`config.mk`:
```
export PLATFORM = sky130hd
export DESIGN_NAME = ram_1w1r_masked
export DESIGN_NICKNAME = d
export VERILOG_FILES = /design/src/rtl/ram_1w1r_masked.sv
export SDC_FILE = /design/constraint.sdc
export NUM_CORES = 2
export LEC_CHECK = 0
export ABC_AREA = 1
export BUFFER_PORTS_ARGS = -buffer_cell sky130_fd_sc_hd__buf_2
export CAP_MARGIN = 5
export CORE_MARGIN = 8
export CORE_UTILIZATION = 35
export CTS_CLUSTER_SIZE = 10
export DETAILED_ROUTE_END_ITERATION = 6
export PLACE_DENSITY = 0.55
export SETUP_SLACK_MARGIN = 0.4
export SYNTH_ARGS = -nofsm -noshare
export SYNTH_HDL_FRONTEND = slang
export SYNTH_SLANG_ARGS = --single-unit
```
`constraint.sdc`:
```
create_clock -name clk -period 13.1 [get_ports clk]
set_input_delay 1.31 -clock clk [delete_from_list [all_inputs] [get_ports clk]]
set_output_delay 1.31 -clock clk [all_outputs]
set_load 0.005 [all_outputs]
```
`src/rtl/ram_1w1r_masked.sv`:
```
// ram_1w1r_masked: single-clock 1W/1R RAM with lane write mask, post-reset clear and read-valid strobe.
// Define RAM_BYPASS_EN to forward same-cycle same-address write data to the read port.
`timescale 1ns/1ps
module ram_1w1r_masked #(
  parameter int DATA_WIDTH  = 16,
  parameter int ADDR_WIDTH  = 8,
  parameter int WMASK_WIDTH = 2
) (
  input  logic                   clk,
  input  logic                   rst,
  input  logic                   csb0,
  input  logic [WMASK_WIDTH-1:0] wmask0,
  input  logic [ADDR_WIDTH-1:0]  addr0,
  input  logic [DATA_WIDTH-1:0]  din0,
  input  logic                   csb1,
  input  logic [ADDR_WIDTH-1:0]  addr1,
  output logic [DATA_WIDTH-1:0]  dout1,
  output logic                   dout1_valid,
  output logic                   busy
);

  localparam int RAM_DEPTH  = 1 << ADDR_WIDTH;
  localparam int LANE_WIDTH = DATA_WIDTH / WMASK_WIDTH;
  localparam logic [ADDR_WIDTH-1:0] LAST_ADDR = '1;

  // Port protocol: a request is taken on any posedge where its csb is low and
  // busy is low. There is no backpressure; requests seen while busy are dropped.
  // dout1_valid is high for exactly the cycle after each accepted read.

  typedef enum logic {
    INIT  = 1'b0,
    READY = 1'b1
  } state_t;

  state_t                  state;
  state_t                  state_next;
  logic [ADDR_WIDTH-1:0]   clr_ptr;
  logic                    wr_en;
  logic                    rd_en;
  logic [DATA_WIDTH-1:0]   rd_word;
  logic [DATA_WIDTH-1:0]   mem [RAM_DEPTH];

  always_ff @(posedge clk or posedge rst) begin
    if (rst) begin
      state <= INIT;
    end else begin
      state <= state_next;
    end
  end

  always_comb begin
    state_next = state;
    case (state)
      INIT:    if (clr_ptr == LAST_ADDR) state_next = READY;
      READY:   state_next = READY;
      default: state_next = INIT;
    endcase
  end

  always_ff @(posedge clk or posedge rst) begin
    if (rst) begin
      clr_ptr <= '0;
    end else if (state == INIT) begin
      clr_ptr <= clr_ptr + ADDR_WIDTH'(1);
    end
  end

  assign busy  = (state == INIT);
  assign wr_en = (state == READY) && !csb0;
  assign rd_en = (state == READY) && !csb1;

  // Array has no reset; the clear walk owns the write port while in INIT.
  always_ff @(posedge clk) begin
    if (state == INIT) begin
      mem[clr_ptr] <= '0;
    end else if (wr_en) begin
      for (int i = 0; i < WMASK_WIDTH; i++) begin
        if (wmask0[i]) begin
          mem[addr0][i*LANE_WIDTH +: LANE_WIDTH] <= din0[i*LANE_WIDTH +: LANE_WIDTH];
        end
      end
    end
  end

  always_comb begin
    rd_word = mem[addr1];
`ifdef RAM_BYPASS_EN
    if (wr_en && (addr0 == addr1)) begin
      for (int i = 0; i < WMASK_WIDTH; i++) begin
        if (wmask0[i]) begin
          rd_word[i*LANE_WIDTH +: LANE_WIDTH] = din0[i*LANE_WIDTH +: LANE_WIDTH];
        end
      end
    end
`endif
  end

  always_ff @(posedge clk or posedge rst) begin
    if (rst) begin
      dout1       <= '0;
      dout1_valid <= 1'b0;
    end else begin
      dout1_valid <= rd_en;
      if (rd_en) begin
        dout1 <= rd_word;
      end
    end
  end

endmodule

```
* Yosys cells after proc, flatten, opt, wreduce, memory -nomap -nowiden
Memory sizes are Yosys's and may differ from the RTL's. A register that Yosys moved wholly into a read port is not among the register bits.
Cells that the tools add are included.
** Word-level totals
- Register bits :: 10
- RAM bits :: 4096
- Output and inout port bits :: 18
- Memories kept :: 1
** Memories
- mem :: words 256, width 16, rd ports 1, clocked after Yosys merged registers in 1, write ports 1, line 41 : logic [DATA_WIDTH-1:0] mem [RAM_DEPTH];
** Cells by class
- Add/sub/neg operators :: 1
- Equal/unequal tests :: 1
- Mux-type cells :: 14
- Bitwise gates (word level) :: 1
- Reduce and logical (&&, ||, !) cells :: 5
** Operators with widths (number)
- 16-bit two-way mux :: 1
- 16-bit OR reduction :: 1
- 1-bit two-way mux :: 10
- 8-bit by 1-bit adder with 8-bit output (second input constant) :: 1
- 8-bit == test (second input constant) :: 1
- 8-bit two-way mux :: 1
- 1-bit logical AND :: 2
- 1-bit logical NOT :: 2
- 2-bit two-way mux :: 1
- 1-bit case mux with 2 select lines :: 1
- 1-bit inverter :: 1

* Logic depth before layout (Yosys ltp)
- Depth after elaboration :: 7
- Depth in mapped cells :: 15

* Least setup slack after synthesis
No wires, ideal clock.
- Kind :: input to register
- Start :: input port csb0
- End :: memory mem[0][10] (data pin)
- Library setup time :: 1.393 ns
- Arrival time :: 7.809 ns
- Required time :: 11.707 ns
- Slack :: 3.898 ns
- Cell stages on the path :: 5
- Path buffers :: 2
- Path through :: inv_1 o211ai_4 buf_4 clkbuf_1 nor2_1
** On the way
- Word-level cells in the longest chain between the ends :: 7
- Elaborated cells between the ends (all ways) :: 10
- Those cells by class :: mux (7); reduce/logical (3)
** RTL lines
- start, declared :: line 11 : input logic csb0,
- 1-bit logical NOT * :: line 69 : assign wr_en = (state == READY) && !csb0;
- 1-bit logical AND * :: line 69
- 1-bit two-way mux :: line 76 : end else if (wr_en) begin
- 1-bit two-way mux :: line 74 : if (state == INIT) begin
- 1-bit two-way mux (implied by the code) :: line 79 : mem[addr0][i*LANE_WIDTH +: LANE_WIDTH] <= din0[i*LANE_WIDTH +: LANE_WIDTH];
- 16-bit OR reduction (no line) *
- 16-bit two-way mux (no line) *
- end, declared :: line 41
Every way passes the cells marked *; elsewhere a longest branch is shown, timed or not.

==> summary.md <==
| Metric | Value |
|---|---|
| FP Rows | between 200 and 300 |
| Final slew viol count | 0 |
| Routability cong. | around 0.8 |
| Yosys Warn Count | 0 |
| Synthesized cell area | about 0.17 mm2 |
| Reg-to-reg startpoint | state |
| Initial antenna violation count | 26 |
| CTS Sinks | just over 4k |
| Antenna Nets Post-Route | 0 |
| Synth Net Count | between 10k and 15k |
| Routed vias/inst | about 5.3 |
| Residual DRC | 0 |
| Cells on Worst Hold Path | 1 |
| CTS Buf Count | between 400 and 500 |
| DP HPWL | ~290,000 um |
| Routed len/inst | roughly 24 um |
| Setup Buffers After CTS | 0 |
| Crit path max fanout | approximately 170 |
| Post-CTS sizing | 0 |
| Yosys cell types | 24 |
| Post-DP Area | roughly 0.17 mm2 |
| DRT iter0 DRCs | approximately 12k |
| Crit path time final | 5708 ps |
| Worst reg2reg path endpoint | mem[87][13] |
| Reg2Reg Depth | 6 |
| Vias | 108.2k |
| Outcome | complete, no violations |
| Fin crit share | a little over two fifths |
| Drt pass-1 iters | 6 |
| Endpoints failing setup | 0 |
| RSZ-0062 raised after global routing | no |
| Pwr per Cell Area | 144.9 mW/mm2 |
| Hold Buf Count CTS | 0 |
| Clk Latency, worst-skew pair | just under 1000 ps |
| Final non-filler cell total | between 20k and 25k |
| Slew HR | 9.357% |
| Total negative setup slack | 0 ps |
| Fin nets | between 10k and 15k |
| Fmax achieved | roughly 0.18 GHz |
| Cells after synthesis | approximately 14k |
| Post-route cell area | 0.1858 mm2 |
| Worst setup EP type | register |
| Clock buffer depth | 4 |
| MaxCap Viol Count | 0 |
| Clock Skew | ~36 ps |
| Die Y | around 700 um |
| Hold Startpoint | clr_ptr[6] |
| Initial Util | around a third |
| WS Path Type | input port to register |
| First-pass GRT wire length | just over 700,000 um |
| Pin count of the biggest net entering global routing | ~190 |
| GRT Total Usage | 19.08% |
| Vias in the first global route | between 100k and 150k |
| Slew at the pin with the worst max-slew slack | about 1400 ps |
| H-tree Lvls | 5 |
| Reg clk slew, reported paths | ~60 ps |
| Class of the worst hold path | register to register |
| Number of buffers added on ports | 55 |
| Inst Count DP | around 20k |
| Hold path endpoint | clr_ptr[6] |
| Core area | 0.4780 mm2 |
| R2r setup slk | ~8500 ps |
| Die area | 0.5015 mm2 |
| Share of layout cells above drive strength 1 | 5.568% |
| Worst VDD drop | 0.0001132 V |
| GRT overflow | 0 |
| Synth Register Bits | ~4k |
| Worst Path Arrival | between 6000 and 7000 ps |
| CP Launch Type | input port |
| Routed WL | about 500,000 um |
| Sequential fraction of the synthesis area | 73.74% |
| Hold Vio Cnt, Final | 0 |
| Die Wd | ~700 um |
| Leakage | approximately 62 nW |
| Top Ports | between 50 and 60 |
| Clock Tree Root | clkbuf_16 |
| Mean area per synthesized cell | ~12 um2 |
| Critical Path RT | roughly 14,000 ps |
| CTS tree | done |
| Area growth from synthesis to layout | 10.78% |
==> cell usage in the layout (no fill, tap or decap), types with 3 or more instances in the layout <==
cell type and instances:
buf_12 29, buf_2 49, buf_4 140, buf_8 3
clkbuf_1 142, clkbuf_16 462, clkinv_1 5, clkinv_8 3
dfrtp_1 26, diode_2 8, edfxtp_1 4096, inv_1 37
inv_2 8, inv_6 8, inv_8 4, nand2_1 4398
nand2_2 15, nand3_1 4084, nor2_1 515, nor2_2 12
nor2_4 36, o21ai_2 8, xor2_1 4
==> stage by stage <==
step / setup slack [ps] / hold slack (ps) / power, mW / util (%)
2_1_floorplan: 3898 / 441.6 / 15.47 / -
3_3_place_gp: 6561 / 456.3 / 15.96 / 36.29
3_5_place_dp: 6555 / 460.0 / 15.97 / 36.29
4_1_cts: 7588 / 437.3 / 27.06 / 38.86
5_1_grt: 7170 / 494.1 / 27.68 / 38.86
6_report: 7392 / 468.8 / 26.92 / 38.87
==> synth_stat cells, drive strengths merged <==
cell type / number / share of area [%]
a21oi: 2 / 0.0060
buf: 607 / 1.7
clkbuf: 389 / 0.87
dfrtp: 26 / 0.39
edfxtp: 4096 / 73
ha: 1 / 0.0075
inv: 50 / 0.11
nand2: 4413 / 9.9
nand3: 4084 / 12
nor2: 563 / 1.4
nor3: 2 / 0.0060
o211ai: 1 / 0.013
o21ai: 9 / 0.045
o41ai: 1 / 0.0052
xnor2: 2 / 0.010
xor2: 4 / 0.021
==> sequential cells by signal, indices dropped and copies added (netlist names) <==
name / cells
mem: 4096
dout1: 16
clr_ptr: 8
dout1_valid: 1
state: 1
==> layout make-up <==
type | instances | area (um2)
diodes | 8 | 20.02
clock buffers | 604 | 12090
clock inverters | 19 | 178.9
fillers | 45586 | 292200
inverters | 50 | 222.7
multi-input cells | 9082 | 39670
flip-flops and latches | 4122 | 123600
well taps | 6400 | 8008
repair buffers | 222 | 1933
==> worst max-delay path by stage <==
| stage | startpoint | to | slack (ps) | cells after the start |
|---|---|---|---|---|
| after CTS | addr1[0] | dout1[7] | 7590 | 15 |
| after global placement | addr1[0] | dout1[7] | 6560 | 15 |
| after detailed placement | addr1[0] | dout1[7] | 6560 | 15 |
| final | addr1[0] | dout1[7] | 7390 | 15 |
| after global routing | addr1[0] | dout1[7] | 7170 | 15 |
| after floorplan | csb0 | mem[0][10] | 3900 | 5 |
==> per-layer routing <==
metal / part of all wire, % / track usage [%] / up-vias
met4: 3.3 / 5.809 / 6
li1: - / - / 49716
met2: 47 / 30.82 / 3991
met3: 7.2 / 2.994 / 772
met1: 43 / 26.56 / 53742
met5: 0.0082 / 0 / -
==> worst max-delay path, cell delays in order <==
cell     delay [ps]
buf_12          510
buf_12          650
buf_4           850
buf_4           850
buf_4           730
nand2_1         120
nand3_1         130
nand3_1          90
nand3_1         120
nand3_1         120
nand3_1         150
nand3_1         110
nand3_1         250
nand3_1         110
nand2_1          70
==> power by group <==
| group | internal (mW) | switching (mW) | leakage, nW |
|---|---|---|---|
| Combinational | 0.377 | 1.03 | 27.7 |
| Clock | 6.31 | 4.91 | 5.95 |
| Sequential | 14.3 | 0.0145 | 28.7 |
==> kinds of logic after synthesis <==
family	share of synthesized area, %
AND/OR/NAND/NOR	23.45
flip-flops	73.74
adder cells (fa/ha/maj)	0.007460
AO/OA/AOI/OAI	0.06864
buffers and inverters	2.705
XOR/XNOR	0.03134
No activity file was read; power rests on OpenSTA's default activity.
